==> config.mk <==
export PLATFORM = sky130hd
export DESIGN_NAME = rx_block_lock_flat
export DESIGN_NICKNAME = d
export VERILOG_FILES = /design/src/rtl/rx_block_lock_if.sv /design/src/rtl/rx_block_lock.sv /design/src/flat_wrapper.sv
export SDC_FILE = /design/constraint.sdc
export NUM_CORES = 1
export LEC_CHECK = 0
export ABC_AREA = 1
export CAP_MARGIN = 10
export CORE_ASPECT_RATIO = 0.8
export CORE_MARGIN = 4
export CORE_UTILIZATION = 57
export CTS_CLUSTER_DIAMETER = 100
export DETAILED_ROUTE_END_ITERATION = 6
export GPL_TIMING_DRIVEN = 0
export PLACE_DENSITY = 0.77
export SYNTH_ARGS = -nofsm -noshare
export SYNTH_HDL_FRONTEND = slang
export SYNTH_SLANG_ARGS = --single-unit
==> constraint.sdc <==
create_clock -name i_rxc -period 2.7 [get_ports i_rxc]
set_clock_uncertainty 0.1 [all_clocks]
set_input_delay 0.54 -clock i_rxc [delete_from_list [all_inputs] [get_ports i_rxc]]
set_output_delay 0.54 -clock i_rxc [all_outputs]
set_load 0.01 [all_outputs]
==> src/rtl/rx_block_lock_if.sv <==
// Header/slip handshake between the RX gearbox and the 64b/66b block-lock FSM.
// The gearbox is the master: it supplies headers and consumes slip and lock.
interface rx_block_lock_if;
  logic       i_valid;
  logic [1:0] i_header;
  logic       o_slip;
  logic       o_block_lock;

  modport master (output i_valid, i_header, input o_slip, o_block_lock);
  modport slave  (input i_valid, i_header, output o_slip, o_block_lock);
endinterface

==> src/rtl/rx_block_lock.sv <==
// 64b/66b block-lock state machine: slips the gearbox until the sync header is
// aligned, then holds lock until too many bad headers land in one test window.
module rx_block_lock #(
  parameter int SH_CNT_MAX   = 64,
  parameter int SH_INVLD_MAX = 16,
  parameter int SLIP_WAIT    = 32
) (
  input  logic           i_rxc,
  input  logic           i_reset,
  rx_block_lock_if.slave bl
);
  localparam int SH_W   = $clog2(SH_CNT_MAX + 1);
  localparam int INV_W  = $clog2(SH_INVLD_MAX + 1);
  localparam int WAIT_W = $clog2(SLIP_WAIT + 1);

  localparam logic [SH_W-1:0]   SH_TC   = SH_W'(SH_CNT_MAX);
  localparam logic [INV_W-1:0]  INV_TC  = INV_W'(SH_INVLD_MAX);
  localparam logic [WAIT_W-1:0] WAIT_TC = WAIT_W'(SLIP_WAIT - 1);

  typedef enum logic {ST_TEST_SH, ST_SLIP_WAIT} state_e;

  state_e            state_q, state_d;
  logic [SH_W-1:0]   sh_cnt_q, sh_cnt_d;
  logic [INV_W-1:0]  sh_invld_cnt_q, sh_invld_cnt_d;
  logic [WAIT_W-1:0] wait_cnt_q, wait_cnt_d;
  logic              slip_q, slip_d;
  logic              lock_q, lock_d;

  logic              hdr_bad;
  logic [SH_W-1:0]   sh_n;
  logic [INV_W-1:0]  invld_m;

  // 01 and 10 are the only legal sync headers; both bits equal means invalid.
  assign hdr_bad = ~(bl.i_header[1] ^ bl.i_header[0]);
  assign sh_n    = sh_cnt_q + SH_W'(1);
  assign invld_m = sh_invld_cnt_q + INV_W'(hdr_bad);

  always_comb begin
    state_d        = state_q;
    sh_cnt_d       = sh_cnt_q;
    sh_invld_cnt_d = sh_invld_cnt_q;
    wait_cnt_d     = wait_cnt_q;
    slip_d         = 1'b0;
    lock_d         = lock_q;
    case (state_q)
      ST_TEST_SH: begin
        if (bl.i_valid) begin
          if (hdr_bad && (!lock_q || invld_m == INV_TC)) begin
            slip_d         = 1'b1;
            lock_d         = 1'b0;
            sh_cnt_d       = '0;
            sh_invld_cnt_d = '0;
            wait_cnt_d     = '0;
            state_d        = ST_SLIP_WAIT;
          end else if (sh_n == SH_TC) begin
            // invld_m < SH_INVLD_MAX is implied here: reaching it slips above.
            if (invld_m == '0) lock_d = 1'b1;
            sh_cnt_d       = '0;
            sh_invld_cnt_d = '0;
          end else begin
            sh_cnt_d       = sh_n;
            sh_invld_cnt_d = invld_m;
          end
        end
      end
      ST_SLIP_WAIT: begin
        if (wait_cnt_q == WAIT_TC) begin
          wait_cnt_d = '0;
          state_d    = ST_TEST_SH;
        end else begin
          wait_cnt_d = wait_cnt_q + WAIT_W'(1);
        end
      end
    endcase
  end

  always_ff @(posedge i_rxc) begin
    if (i_reset) begin
      state_q        <= ST_TEST_SH;
      sh_cnt_q       <= '0;
      sh_invld_cnt_q <= '0;
      wait_cnt_q     <= '0;
      slip_q         <= 1'b0;
      lock_q         <= 1'b0;
    end else begin
      state_q        <= state_d;
      sh_cnt_q       <= sh_cnt_d;
      sh_invld_cnt_q <= sh_invld_cnt_d;
      wait_cnt_q     <= wait_cnt_d;
      slip_q         <= slip_d;
      lock_q         <= lock_d;
    end
  end

  assign bl.o_slip       = slip_q;
  assign bl.o_block_lock = lock_q;
endmodule

==> src/flat_wrapper.sv <==
// flat-port wrapper written by rule: the top's interface ports become plain ports
module rx_block_lock_flat 
#(
  parameter int SH_CNT_MAX   = 64,
  parameter int SH_INVLD_MAX = 16,
  parameter int SLIP_WAIT    = 32
)
  (i_rxc, i_reset, bl_i_valid, bl_i_header, bl_o_slip, bl_o_block_lock);
  rx_block_lock_if bl_i ();
  input  logic i_rxc;
  input  logic i_reset;
  input wire logic [$bits(bl_i.i_valid)-1:0] bl_i_valid;
  input wire logic [$bits(bl_i.i_header)-1:0] bl_i_header;
  output wire logic [$bits(bl_i.o_slip)-1:0] bl_o_slip;
  output wire logic [$bits(bl_i.o_block_lock)-1:0] bl_o_block_lock;
  assign bl_i.i_valid = bl_i_valid;
  assign bl_i.i_header = bl_i_header;
  assign bl_o_slip = bl_i.o_slip;
  assign bl_o_block_lock = bl_i.o_block_lock;
  rx_block_lock #(.SH_CNT_MAX(SH_CNT_MAX), .SH_INVLD_MAX(SH_INVLD_MAX), .SLIP_WAIT(SLIP_WAIT)) u_core (.i_rxc(i_rxc), .i_reset(i_reset), .bl(bl_i));
endmodule
---- After elaboration in Yosys (flattened, before gate mapping) ----
Cells that the tools add are included.
word-level totals
  word-level logic and storage cells ...... 42
  bits of input ports ..................... 5
  output and inout bits ................... 2
  flip-flop bits (word level) ............. 21
operators by class
  $add $sub $neg .......................... 3
  mux-type cells .......................... 15
  bitwise operators ....................... 3
  reductions and logical operators ........ 10
  equal/unequal tests ..................... 5
operators by type and width
  operator               number
  $mux W6                3
  $mux W7                2
  $pmux W6 S2            1
  $mux W5                2
  $add A7 B1 Y7 const B  1
  $eq A7 B7 Y1 const B   1
  $add A6 B1 Y6 const B  1
  $eq A6 B5 Y1 const B   1
  $mux W1                6
  $add A5 B1 Y5          1
  $eq A5 B5 Y1 const B   1
  $logic_not A5 Y1       1
  $reduce_and A2 Y1      2
  $reduce_and A4 Y1      1
  $reduce_bool A2 Y1     2
  $ne A2 B1 Y1 const B   1
  $ne A2 B2 Y1 const B   1
  $not A1 Y1             2
  $pmux W1 S2            1
  $reduce_or A2 Y1       1
  $logic_and A1 B1 Y1    1
  $logic_not A1 Y1       1
  $logic_or A1 B1 Y1     1
  $xor A1 B1 Y1          1

---- Depth between registers and ports, before layout ----
Gate-level depths: netlist of run 1.
  word-level depth ........................ 9
  depth in mapped cells ................... 13
  gate-level depth less buffers ........... 12

---- Least setup slack after synthesis of run 1 ----
OpenSTA, ideal clock, no wires.
  path type ............................... input-to-reg
  from .................................... input bl_i_header[0]
  to ...................................... register u_core.sh_invld_cnt_q[0]
  path buffers ............................ 1
  stages on the path ...................... 12
  setup time .............................. 132 ps
  path slack .............................. 471 ps
  required time ........................... 2468 ps
  arrival ................................. 1996 ps
  cell sequence ........................... xnor2_1 -> ha_1 -> ha_1 -> inv_1 -> nand2_1 -> nor2_2 -> nand3_2 -> nand2_2 -> nand2_2 -> buf_6 -> nand3_1 -> a21oi_1
on the way
  longest elaborated chain between the ends .. 7
RTL lines
  what                    RTL line             text
  start: declaration      flat_wrapper.sv:13   input wire logic [$bits(bl_i.i_header)-1:0] bl_i_header;
  $xor A1 B1 Y1 (*)       rx_block_lock.sv:34  assign hdr_bad = ~(bl.i_header[1] ^ bl.i_header[0]);
  $not A1 Y1 (*)          rx_block_lock.sv:34
  $add A5 B1 Y5           rx_block_lock.sv:36  assign invld_m = sh_invld_cnt_q + INV_W'(hdr_bad);
  $eq A5 B5 Y1            rx_block_lock.sv:48  if (hdr_bad && (!lock_q || invld_m == INV_TC)) begin
  $logic_or A1 B1 Y1      rx_block_lock.sv:48
  $logic_and A1 B1 Y1     rx_block_lock.sv:48
  $mux W5 (*)             rx_block_lock.sv:48
  end signal: assignment  rx_block_lock.sv:88  sh_invld_cnt_q <= sh_invld_cnt_d;
  end: declaration        rx_block_lock.sv:24  logic [INV_W-1:0] sh_invld_cnt_q, sh_invld_cnt_d;
Mark *: on every way between the ends. The rest lies on a longest branch, timed or not.
A chain may end at the register's enable or synchronous reset.

---- Worst setup path in the final report of run 1 ----
  from .................................... input bl_i_header[0]
  to ...................................... register u_core.wait_cnt_q[2]
on the way
  longest elaborated chain between the ends .. 8
RTL lines
  what                                    RTL line             text
  $xor A1 B1 Y1 (*)                       rx_block_lock.sv:34
  $not A1 Y1 (*)                          rx_block_lock.sv:34
  $add A5 B1 Y5                           rx_block_lock.sv:36
  $eq A5 B5 Y1                            rx_block_lock.sv:48
  $logic_or A1 B1 Y1                      rx_block_lock.sv:48
  $logic_and A1 B1 Y1 (*)                 rx_block_lock.sv:48
  $ne A2 B1 Y1 (no source line) (*)       -
  $reduce_and A2 Y1 (no source line) (*)  -
  end signal: assignment                  rx_block_lock.sv:89  wait_cnt_q <= wait_cnt_d;
  end: declaration                        rx_block_lock.sv:25  logic [WAIT_W-1:0] wait_cnt_q, wait_cnt_d;
Marks and branches as above.

==> results of run 1 <==
==> cells in the mapped netlist <==
library cell | instances | area, sq um
a21oi_1 | 17 | 85.1
buf_6 | 1 | 11.3
clkbuf_1 | 2 | 7.51
dfxtp_1 | 21 | 420
ha_1 | 4 | 50.1
inv_1 | 19 | 71.3
inv_2 | 1 | 3.75
nand2_1 | 38 | 143
nand2_2 | 5 | 31.3
nand3_1 | 17 | 85.1
nand3_2 | 2 | 20.0
nand3b_1 | 2 | 15.0
nand4_1 | 4 | 25.0
nor2_1 | 9 | 33.8
nor2_2 | 3 | 18.8
nor3b_1 | 1 | 7.51
o21ai_0 | 9 | 45.0
o21bai_1 | 1 | 7.51
o21bai_2 | 1 | 11.3
o22ai_1 | 2 | 12.5
xnor2_1 | 1 | 8.76
xor2_1 | 3 | 26.3
==> state kept, by name (all words and copies together) (netlist names) <==
signal / flops
u_core.bl.o_block_lock: 1
u_core.sh_cnt_q: 7
u_core.state_q: 1
u_core.wait_cnt_q: 6
u_core.bl.o_slip: 1
u_core.sh_invld_cnt_q: 5
==> worst min-delay path, cell delays in order, from the launching register on <==
cell,delay (ps)
dfxtp_1,330
nand2_1,60
a21oi_1,60
==> final cells by class <==
| class | count | area [sq um] |
|---|---|---|
| Clock buffer | 3 | 22.5 |
| Buffer | 3 | 18.8 |
| Tap cell | 24 | 30.0 |
| Sequential cell | 21 | 420 |
| Multi-Input combinational cell | 119 | 633 |
| Inverter | 20 | 75.1 |
| Clock inverter | 1 | 5.00 |
| Fill cell | 166 | 627 |
| Timing Repair Buffer | 6 | 60.1 |
==> where the power goes <==
group	internal [W]	switching (W)	total [W]
Sequential	0.000318	0.00000667	0.000324
Combinational	0.0000283	0.0000511	0.0000794
Clock	0.0000553	0.0000960	0.000151
==> cells by family after synthesis <==
kind of cell / count (synthesis)
compound gates: 30
xor+xnor: 4
flops: 21
buf+inv: 23
fa+ha+maj: 4
simple gates: 81
==> final timing paths <==
path	from	depth (start not counted)	slack, ps	to
worst max-delay path	bl_i_header[0]	13	200	u_core.wait_cnt_q[2]$_SDFFE_PP0P_
worst min-delay path	u_core.sh_invld_cnt_q[0]$_SDFFE_PP0P_	2	390	u_core.sh_invld_cnt_q[0]$_SDFFE_PP0P_
worst max register to register	u_core.sh_invld_cnt_q[0]$_SDFFE_PP0P_	10	820	u_core.wait_cnt_q[2]$_SDFFE_PP0P_
worst min register to register	u_core.sh_invld_cnt_q[0]$_SDFFE_PP0P_	2	390	u_core.sh_invld_cnt_q[0]$_SDFFE_PP0P_
==> through the flow <==
| stage | hold WS [ps] | setup WS (ps) | total power (W) | utilization (%) |
|---|---|---|---|---|
| 3_5_place_dp | 367 | -207 | 0.000407 | 65.0 |
| 4_1_cts | 384 | 129 | 0.000560 | 66.5 |
| 6_report | 387 | 197 | 0.000555 | 66.9 |
| 3_3_place_gp | 359 | -135 | 0.000406 | 65.0 |
| 2_1_floorplan | 350 | 471 | 0.000383 | - |
| 5_1_grt | 421 | 91.3 | 0.000587 | 66.9 |
==> cell usage in the layout (no fill, tap or decap), types with 2 or more instances in the layout <==
cell type / instances
xor2_1: 3
ha_1: 4
dfxtp_1: 21
nand3_2: 2
clkbuf_1: 2
o22ai_1: 2
nand3b_1: 2
o21ai_0: 9
nand2_2: 5
nor2_1: 9
nand2_1: 38
nand4_1: 4
clkbuf_4: 3
a21oi_1: 17
nor2_2: 3
nand3_1: 17
clkdlybuf4s50_1: 6
inv_1: 19
==> layer usage <==
metal / wire (um) / GRT usage [%] / share of wire [%]
met1: 1210 / 25.5 / 51
met2: 1030 / 29.5 / 43
met3: 133 / 5.39 / 5.6
met4: 6 / 3.24 / 0.25
met5: 0 / 0 / 0
==> what timing repair did <==
action | in CTS | in global routing
hold buffers | 0 | 0
gates resized for setup | 0 | 1
endpoints found under the setup margin | 0 | 2
==> results.md, run 1 <==
- Pwr/cell area: 439 mW/mm^2
- Synth Area in XOR/XNOR: 3.07%
- Leak: 0.497 nW
- Num CTS Buffers: 3
- Die Y-Extent: 48.0 um
- Site Rows: 14
- Starting Density: 60.3%
- Synth Area in Adders: 4.39%
- Post-CTS Setup Bufs: 0
- Measured slew at the worst slew-check pin: 452 ps
- Synth warn: 0
- First-pass GRT wire length: 3.84 mm
- Mux share of post-synthesis cell area: 0%
- CP Launch Type: input pin
- Setup violators final: 0
- Vias in the first global route: 874
- Antenna diodes: 0
- Worst Hold Class: flip-flop to flip-flop
- VDD IR max: 0.416 mV
- Crit path DAT: 2600 ps
- CTS root buf: clkbuf_4
- Final Wtd Congestion: 0.842
- Final Instance Area: 0.00126 sq mm
- Core area: 0.00189 sq mm
- CP Buf/Inv Count: 2
- Avg Inst Size Synth: 6.99 sq um
- Total GRT Usage: 18.6%
- CP cell instances: clkdlybuf4s50_1 > xnor2_2 > ha_1 > ha_1 > inv_1 > nand2_1 > nand2_1 > nor2_2 > nand3_2 > nand2_2 > nand3_1 > nand2_1 > a21oi_1
- Total global routing overflow: 0
- Placed insts: 193
- DP Wirelength: 1.75 mm
- Combinational family with the most area after synthesis: simple AND/OR/NAND/NOR gates
- Sequential area share after synthesis: 36.9%
- # port buffers: 6
- Cell area after synthesis: 0.00114 sq mm
- Routed Wire Length: 2.38 mm
- Min Tclk post-route: 2500 ps
- Via density: 5.46
- DR iter-0 viols: 35
- Compound-Gate Fraction of Synth Area: 14.2%
- Die area: 0.00278 sq mm
- Gate Count Post-Synth: 163
- Area grow syn2layout: 11.0%
- H-tree levels: 1
- Vias: 1075
- Num ports: 7
- CTS Sinks: 21
- Clock Latency Late Sink: 310 ps
- Die width: 58.0 um
- Drt wl/cell: 12.1 um
- TritonCTS clock tree: done
- Post-DP Area: 0.00123 sq mm
- Final std cells w/o fill: 197
- Clock tree buffer depth: 2
- Critical path type: input pin to flip-flop
- Layout cell share with drive strength beyond 1: 10.4%
- F_max: 0.400 GHz
- CP max-delay cell: clkdlybuf4s50_1
- Final hold violation count: 0
- Total negative slack: 0 ps
- Max Cap Violations: 0
- Initial antenna violation count: 0
- Crit end category: flip-flop
- Nets: 183
- Critical Path RT: 2790 ps
- Status: finished clean
- Tcrit/Tclk final: 92.7%
- RSZ-0062 raised after global routing: false
- Netlist cell types: 22
- Final slew viol count: 0
- Post-Synth Simple-Gate Area: 33.3%
- Kind of cell adding the most delay to the critical path: simple AND/OR/NAND/NOR gates
- Crit-path most repeated cell: nand2_1
- Final ANT Viol Nets: 0
- Yosys reg bits: 21
- Critical Path Fanout Max: 5
- Drt first pass iters: 5
- Largest net degree at the start of global routing: 13
- Net Count, Synth: 172
- DRC: 0
- Clock-pin slew on the worst setup and hold paths: 110 ps
- Max transition margin: 69.9%
- Worst path max stage delay: 450 ps
No activity file was read; power rests on OpenSTA's default activity.
==> run 2: changes to the inputs <==
--- a/config.mk
+++ b/config.mk
@@ -6,7 +6,7 @@
 export NUM_CORES = 1
 export LEC_CHECK = 0
 export ABC_AREA = 1
-export CAP_MARGIN = 10
+export CAP_MARGIN = 40
 export CORE_ASPECT_RATIO = 0.8
 export CORE_MARGIN = 4
 export CORE_UTILIZATION = 57
@@ -14,6 +14,7 @@
 export DETAILED_ROUTE_END_ITERATION = 6
 export GPL_TIMING_DRIVEN = 0
 export PLACE_DENSITY = 0.77
+export RECOVER_POWER = 100
 export SYNTH_ARGS = -nofsm -noshare
 export SYNTH_HDL_FRONTEND = slang
 export SYNTH_SLANG_ARGS = --single-unit
==> run 2 against run 1 <==
  * Largest cell class unchanged
  * Die area stayed put
  * Routed wire length is 0.92% lower
  * Register-to-register slack hardly changed
  * Fmax is 0.33% higher
  * Sequential share of layout area is 0.066 points higher
  * Worst hold slack worse by 0.71 ps
  * Flip-flop and latch count stayed put
  * Combinational power is 1% lower
  * Critical endpoint is now u_core.sh_invld_cnt_q[2]$_SDFFE_PP0P_
==> results.md, run 2 (synthesized netlist as in run 1, its figures left out) <==
- Clock tree buffer depth: 2 (unchanged)
- Drt wl/cell: 12.0 um (was 12.1 um)
- H-tree levels: 1 (unchanged)
- F_max: 0.401 GHz (was 0.400 GHz)
- Core area: 0.00189 sq mm (unchanged)
- Final Wtd Congestion: 0.842 (unchanged)
- # port buffers: 6 (unchanged)
- Starting Density: 60.3% (unchanged)
- Worst Hold Class: flip-flop to flip-flop (unchanged)
- Clock-pin slew on the worst setup and hold paths: 110 ps (about the same)
- Measured slew at the worst slew-check pin: 456 ps (was 452 ps)
- DR iter-0 viols: 38 (was 35)
- Clock Latency Late Sink: 310 ps (about the same)
- Area grow syn2layout: 10.8% (was 11.0%)
- Final Instance Area: 0.00126 sq mm (about the same)
- Total global routing overflow: 0 (unchanged)
- Min Tclk post-route: 2490 ps (was 2500 ps)
- VDD IR max: 0.411 mV (was 0.416 mV)
- Max transition margin: 69.6% (was 69.9%)
- Final hold violation count: 0 (unchanged)
- DP Wirelength: 1.75 mm (unchanged)
- Biggest regs: u_core.sh_cnt_q: 7 flops, u_core.wait_cnt_q: 6 flops, u_core.sh_invld_cnt_q: 5 flops (unchanged)
- Num ports: 7 (unchanged)
- Vias: 1075 (unchanged)
- Worst path max stage delay: 450 ps (about the same)
- Die Y-Extent: 48.0 um (unchanged)
- Nets: 183 (unchanged)
- Crit-path most repeated cell: nand2_1 (unchanged)
- GRT met1 Usage: 25.5% (unchanged)
- Critical Path RT: 2780 ps (was 2790 ps)
- Largest net degree at the start of global routing: 13 (unchanged)
- CP max-delay cell: clkdlybuf4s50_1 (unchanged)
- Final slew viol count: 0 (unchanged)
- Leak: 0.504 nW (was 0.497 nW)
- Initial antenna violation count: 0 (unchanged)
- Via density: 5.46 (unchanged)
- Crit end category: flip-flop (unchanged)
- Drt first pass iters: 4 (was 5)
- Die area: 0.00278 sq mm (unchanged)
- Post-DP Area: 0.00123 sq mm (unchanged)
- Layout cell share with drive strength beyond 1: 9.83% (was 10.4%)
- Max Cap Violations: 0 (unchanged)
- Tcrit/Tclk final: 92.4% (was 92.7%)
- Commonest non-fill, non-tap cell in the layout: nand2_1 (unchanged)
- Top reg by flops: u_core.sh_cnt_q (unchanged)
- Total GRT Usage: 18.6% (unchanged)
- Critical Path Fanout Max: 10 (was 5)
- M2 GR Usage: 29.5% (unchanged)
- Largest register FFs: 7 (unchanged)
- Final ANT Viol Nets: 0 (unchanged)
- TritonCTS clock tree: done (unchanged)
- Crit path DAT: 2570 ps (was 2600 ps)
- M3 GR Usage: 5.39% (unchanged)
- Setup violators final: 0 (unchanged)
- Site Rows: 14 (unchanged)
- Num CTS Buffers: 3 (unchanged)
- CTS root buf: clkbuf_4 (unchanged)
- CTS Sinks: 21 (unchanged)
- DRC: 0 (unchanged)
- Critical path type: input pin to flip-flop (unchanged)
- First-pass GRT wire length: 3.84 mm (unchanged)
- Setup slack at placement: -207 ps (unchanged)
- Pwr/cell area: 437 mW/mm^2 (was 439 mW/mm^2)
- Vias in the first global route: 874 (unchanged)
- GR peak layer: met2 (unchanged)
- Hold-fix buffers, CTS: 0 (unchanged)
- CP cell instances: clkdlybuf4s50_1 > xnor2_2 > ha_1 > ha_1 > inv_1 > nand2_1 > nand2_1 > nor2_2 > nand3_2 > nand2_2 > nand2_1 > buf_6 > nand3_1 > a21oi_1 (was clkdlybuf4s50_1 > xnor2_2 > ha_1 > ha_1 > inv_1 > nand2_1 > nand2_1 > nor2_2 > nand3_2 > nand2_2 > nand3_1 > nand2_1 > a21oi_1)
- Status: finished clean (unchanged)
- RSZ-0062 raised after global routing: false (unchanged)
- Die width: 58.0 um (unchanged)
- Leading cell types in the layout, fill and taps excluded: nand2_1 (39), dfxtp_1 (21), inv_1 (19) (was nand2_1 (38), dfxtp_1 (21), inv_1 (19))
- CP Launch Type: input pin (unchanged)
- Total negative slack: 0 ps (unchanged)
- Routed Wire Length: 2.36 mm (was 2.38 mm)
- Final Worst Setup Slack: 205 ps (was 197 ps)
- Antenna diodes: 0 (unchanged)
[run 2: stage by stage]
stage / hold WS, ps / utilization (%) / cells / power [W]
after global routing: 421 / 66.7 / 197 / 0.000586
after CTS: 384 / 66.5 / 197 / 0.000560
after detailed placement: 367 / 65.0 / 193 / 0.000407
final: 387 / 66.7 / 197 / 0.000552
after floorplan: 350 / - / 163 / 0.000383
after global placement: 359 / 65.0 / 193 / 0.000406
[run 2: repair_timing]
item                       CTS  global route
setup buffers                0             0
setup endpoints to repair    0             2
resized for setup            0             1
[run 2: report_power, final]
| part | internal, W | total, W | switching (W) |
|---|---|---|---|
| combinational | 0.0000277 | 0.0000785 | 0.0000508 |
| clock | 0.0000553 | 0.000150 | 0.0000942 |
| sequential | 0.000318 | 0.000324 | 0.00000638 |
[run 2: worst max-delay path, delay by kind of cell]
family / cells / cell delay [ps]
simple gates: 7 / 590
buf+inv: 3 / 660
compound gates: 1 / 60
fa+ha+maj: 2 / 490
xor+xnor: 1 / 250
[run 2: final cells by class]
type | instances | area [sq um]
clock inverters | 1 | 5.00
multi-input cells | 119 | 631
repair buffers | 6 | 60.1
fillers | 167 | 629
clock buffers | 3 | 22.5
flip-flops and latches | 21 | 420
inverters | 20 | 75.1
well taps | 24 | 30.0
plain buffers | 3 | 18.8
[run 2: path summary, 6_finish.rpt]
kind | from | to | slack [ps] | cells past startpoint
setup reg to reg | u_core.sh_invld_cnt_q[0]$_SDFFE_PP0P_ | u_core.sh_invld_cnt_q[2]$_SDFFE_PP0P_ | 810 | 11
hold reg to reg | u_core.sh_invld_cnt_q[0]$_SDFFE_PP0P_ | u_core.sh_invld_cnt_q[0]$_SDFFE_PP0P_ | 390 | 2
setup / recovery | bl_i_header[0] | u_core.sh_invld_cnt_q[2]$_SDFFE_PP0P_ | 210 | 14
hold / removal | u_core.sh_invld_cnt_q[0]$_SDFFE_PP0P_ | u_core.sh_invld_cnt_q[0]$_SDFFE_PP0P_ | 390 | 2
[run 2: per-layer routing]
| layer | wire length (um) | vias up |
|---|---|---|
| li1 | - | 555 |
| met1 | 1160 | 486 |
| met2 | 1050 | 32 |
| met3 | 147 | 2 |
| met4 | 6 | 0 |
| met5 | 0 | - |
==> run 3: changes to the inputs <==
--- a/config.mk
+++ b/config.mk
@@ -5,7 +5,6 @@
 export SDC_FILE = /design/constraint.sdc
 export NUM_CORES = 1
 export LEC_CHECK = 0
-export ABC_AREA = 1
 export CAP_MARGIN = 40
 export CORE_ASPECT_RATIO = 0.8
 export CORE_MARGIN = 4
@@ -13,6 +12,7 @@
 export CTS_CLUSTER_DIAMETER = 100
 export DETAILED_ROUTE_END_ITERATION = 6
 export GPL_TIMING_DRIVEN = 0
+export HOLD_SLACK_MARGIN = 0.03
 export PLACE_DENSITY = 0.77
 export RECOVER_POWER = 100
 export SYNTH_ARGS = -nofsm -noshare
==> constraint.sdc (replaced) <==
create_clock -name i_rxc -period 2.6 [get_ports i_rxc]
set_clock_uncertainty 0.1 [all_clocks]
set_input_delay 0.52 -clock i_rxc [delete_from_list [all_inputs] [get_ports i_rxc]]
set_output_delay 0.52 -clock i_rxc [all_outputs]
set_load 0.01 [all_outputs]
==> run 3 against run 2 <==
  * Total power rose by 12%
  * Final cell count fell by 5.1%
  * Via count up 8.0%
  * Synthesized cell count is 10% lower
  * Clock power up 11%
  * Largest cell class unchanged
  * Critical path type unchanged
  * Flip-flop and latch count stayed put
==> results.md, run 3 <==
- # port buffers: 6 (unchanged)
- TritonCTS clock tree: done (unchanged)
- PnR Total Power: 0.000617 W (was 0.000552 W)
- Critical Path RT: 2750 ps (was 2780 ps)
- Status: finished clean (unchanged)
- Synth warn: 0 (unchanged)
- Post-DP Area: 0.00129 sq mm (was 0.00123 sq mm)
- Clock Latency Late Sink: 320 ps (was 310 ps)
- H-tree levels: 1 (unchanged)
- Area grow syn2layout: 19.6% (was 10.8%)
- Commonest non-fill, non-tap cell in the layout: dfxtp_1 (was nand2_1)
- Hold wc startpoint: u_core.wait_cnt_q[5]$_SDFFE_PP0P_ (was u_core.sh_invld_cnt_q[0]$_SDFFE_PP0P_)
- Vias in the first global route: 1029 (was 874)
- Num ports: 7 (unchanged)
- Starting Density: 62.0% (was 60.3%)
- VDD IR max: 0.411 mV (about the same)
- Reg2reg path depth: 9 (was 11)
- Leak: 0.477 nW (was 0.504 nW)
- Antenna diodes: 0 (unchanged)
- Final Instance Area: 0.00143 sq mm (was 0.00126 sq mm)
- Logic pwr share: 18.6% (was 14.2%)
- Min Tclk post-route: 2430 ps
- DP Wirelength: 1.89 mm (was 1.75 mm)
- Critical Path Fanout Max: 4 (was 10)
- Measured slew at the worst slew-check pin: 537 ps (was 456 ps)
- Leading cell types in the layout, fill and taps excluded: dfxtp_1 (21), nand2_1 (20), nand3_1 (15) (was nand2_1 (39), dfxtp_1 (21), inv_1 (19))
- Post-synth top cells: dfxtp_1 (21), nand2_1 (20), nand3_1 (15) (was nand2_1 (38), dfxtp_1 (21), inv_1 (19))
- Yosys reg bits: 21 (unchanged)
- Total negative slack: 0 ps (unchanged)
- Area leader, netlist: dfxtp_1 (unchanged)
- Crit path DAT: 2580 ps (was 2570 ps)
- Max transition margin: 64.2% (was 69.6%)
- DRC: 0 (unchanged)
- Max Cap Violations: 0 (unchanged)
- Worst Hold Class: flip-flop to flip-flop (unchanged)
- Die Y-Extent: 49.0 um (was 48.0 um)
- Worst reg2reg startpoint: u_core.sh_invld_cnt_q[0]$_SDFFE_PP0P_ (unchanged)
- Site Rows: 14 (unchanged)
- Top reg by flops: u_core.sh_cnt_q (unchanged)
- CTS Sinks: 21 (unchanged)
- Crit end category: flip-flop (unchanged)
- Top post-synthesis cells by area: dfxtp_1 (35%), nand2_1 (6.3%), nand3_1 (6.3%) (was dfxtp_1 (37%), nand2_1 (13%), a21oi_1 (7.5%))
- Cell area after synthesis: 0.00119 sq mm (was 0.00114 sq mm)
- CP Launch Type: input pin (unchanged)
- Combinational family with the most area after synthesis: simple AND/OR/NAND/NOR gates (unchanged)
- First-pass GRT wire length: 4.63 mm (was 3.84 mm)
- Synth Area in Adders: 4.19% (was 4.39%)
- Tcrit/Tclk final: 93.4%
- Area of the multi-input gates: 788 sq um (was 631 sq um)
- Synth Area in XOR/XNOR: 2.20% (was 3.07%)
- Num CTS Buffers: 3 (unchanged)
- Switching Fraction: 29.6% (was 27.4%)
- Final std cells w/o fill: 187 (was 197)
- Drt first pass iters: 4 (unchanged)
- RSZ-0062 raised after global routing: false (unchanged)
- Switch Pwr: 0.000183 W (was 0.000151 W)
- Sequential area share after synthesis: 35.2% (was 36.9%)
- Compound-Gate Fraction of Synth Area: 23.1% (was 14.2%)
- Nets: 173 (was 183)
- Ys flop type: dfxtp_1 (unchanged)
- Die area: 0.00290 sq mm (was 0.00278 sq mm)
- Netlist cell types: 39 (was 22)
- F_max: 0.412 GHz
- Worst hold endpoint: u_core.wait_cnt_q[5]$_SDFFE_PP0P_ (was u_core.sh_invld_cnt_q[0]$_SDFFE_PP0P_)
- Total GRT Usage: 20.6% (was 18.6%)
- Clk pwr share: 27.1% (about the same)
- Yosys top cell area share: 35.2% (was 36.9%)
- Post-synth EDFFs: 0 (unchanged)
- Final slew viol count: 0 (unchanged)
- FF-to-FF setup slack: 430 ps (was 810 ps)
- Setup slack at placement: -777 ps (was -207 ps)
- Largest register FFs: 7 (unchanged)
- Routed Wire Length: 2.85 mm (was 2.36 mm)
- Final Wtd Congestion: 0.768 (was 0.842)
- Flop pwr share: 54.3% (was 58.7%)
- Hold path cells: 1 (was 2)
- Placed insts: 176 (was 193)
- Final ANT Viol Nets: 0 (unchanged)
- Count leader, synth: dfxtp_1 (was nand2_1)
- Clock tree buffer depth: 2 (unchanged)
- Biggest regs: u_core.sh_cnt_q: 7 flops, u_core.wait_cnt_q: 6 flops, u_core.sh_invld_cnt_q: 5 flops (unchanged)
- Vias: 1161 (was 1075)
- Die width: 59.2 um (was 58.0 um)
- Worst r2r dst: u_core.sh_cnt_q[0]$_SDFFE_PP0P_ (was u_core.sh_invld_cnt_q[2]$_SDFFE_PP0P_)
- Setup violators final: 0 (unchanged)
- Core area: 0.00193 sq mm (was 0.00189 sq mm)
- Final Worst Setup Slack: 171 ps (was 205 ps)
- DR iter-0 viols: 41 (was 38)
- Initial antenna violation count: 0 (unchanged)
- Via density: 6.21 (was 5.46)
- Avg Inst Size Synth: 8.18 sq um (was 6.99 sq um)
- Pwr/cell area: 432 mW/mm^2 (was 437 mW/mm^2)
- Post-Synth Simple-Gate Area: 31.1% (was 33.3%)
- CTS root buf: clkbuf_4 (unchanged)
- Drt wl/cell: 15.2 um (was 12.0 um)
- Net Count, Synth: 155 (was 172)
- Layout cell share with drive strength beyond 1: 14.1% (was 9.83%)
- Final hold violation count: 0 (unchanged)
- Sequential cell area: 420 sq um (unchanged)
- Fillers: 150 (was 167)
- Mux share of post-synthesis cell area: 0% (unchanged)
- P_int: 0.000434 W (was 0.000401 W)
- Gate Count Post-Synth: 146 (was 163)
- Critical path type: input pin to flip-flop (unchanged)
- Total global routing overflow: 0 (unchanged)
- Synth async-reset ratio: 0% (unchanged)
- Largest net degree at the start of global routing: 12 (was 13)
- Clock-pin slew on the worst setup and hold paths: 130 ps (was 110 ps)
run 3: cell count changes after synthesis, sizes merged, moves of 3 or more:
| cell | previous run | this run |
|---|---|---|
| nand2 | 43 | 20 |
| inv | 20 | 3 |
| a21oi | 17 | 12 |
| a31oi | 0 | 4 |
| clkbuf | 2 | 6 |
| nand2b | 0 | 4 |
| nand3 | 19 | 15 |
| nor4 | 0 | 4 |
| a311oi | 0 | 3 |
| a41oi | 0 | 3 |
| and3 | 0 | 3 |
run 3: stage by stage:
step	hold slack, ps	util (%)
after global routing	431	74.2
after detailed placement	355	67.1
after global placement	345	67.1
final	394	74.2
after floorplan	336	-
after CTS	391	72.8
run 3: worst max-delay path, stage by stage:
cell	delay (ps)
dlygate4sd2_1	260
xor2_2	160
inv_2	70
ha_4	150
ha_4	170
and4_4	240
nor4_4	40
clkbuf_1	190
a221oi_4	370
buf_6	160
nand3b_1	100
a21oi_2	160
run 3: cell families after synthesis:
logic type,Yosys count
adders and majority gates,4
xor gates and xnor gates,3
DFF,21
AOI/OAI and AO/OA,38
and+or+nand+nor,69
buffers and inverters,11
run 3: power groups by stage:
stage	combinational (W)	clock, W	sequential [W]
floorplan	0.0000654	0	0.000340
global placement	0.0000910	0	0.000341
detailed placement	0.0000937	0	0.000341
CTS	0.000112	0.000167	0.000335
global route	0.000124	0.000189	0.000336
finish	0.000115	0.000167	0.000335
run 3: worst max-delay path by stage:
stage,startpoint,to,slack (ps),depth (start not counted)
global placement,bl_i_header[0],u_core.wait_cnt_q[4]$_SDFFE_PP0P_,-710,10
global route,bl_i_header[1],u_core.sh_invld_cnt_q[3]$_SDFFE_PP0P_,80,12
CTS,bl_i_header[0],u_core.sh_invld_cnt_q[2]$_SDFFE_PP0P_,20,12
finish,bl_i_header[1],u_core.sh_cnt_q[0]$_SDFFE_PP0P_,170,12
floorplan,bl_i_header[0],u_core.wait_cnt_q[2]$_SDFFE_PP0P_,40,9
detailed placement,bl_i_header[1],u_core.wait_cnt_q[4]$_SDFFE_PP0P_,-780,10
run 3: repair_timing:
action,in CTS,in global routing
gates cloned,0,0
pin swaps,4,4
hold buffers,0,0
resized for setup,11,4
setup endpoints to repair,21,12
setup buffers,4,3
run 3: cell type report:
class	count	share of cell area, %
repair buffers	13	7.97
inverters	3	0.788
well taps	24	2.10
flip-flops and latches	21	29.4
multi-input cells	114	55.2
clock buffers	4	1.84
plain buffers	8	2.71
run 3: routing by layer:
metal	global-route usage, %	up-vias	part of all wire [%]
li1	-	573	-
met1	26.6	545	47
met2	32.4	34	47
met3	5.82	9	4.3
met4	7.17	0	1.6
met5	0	-	0
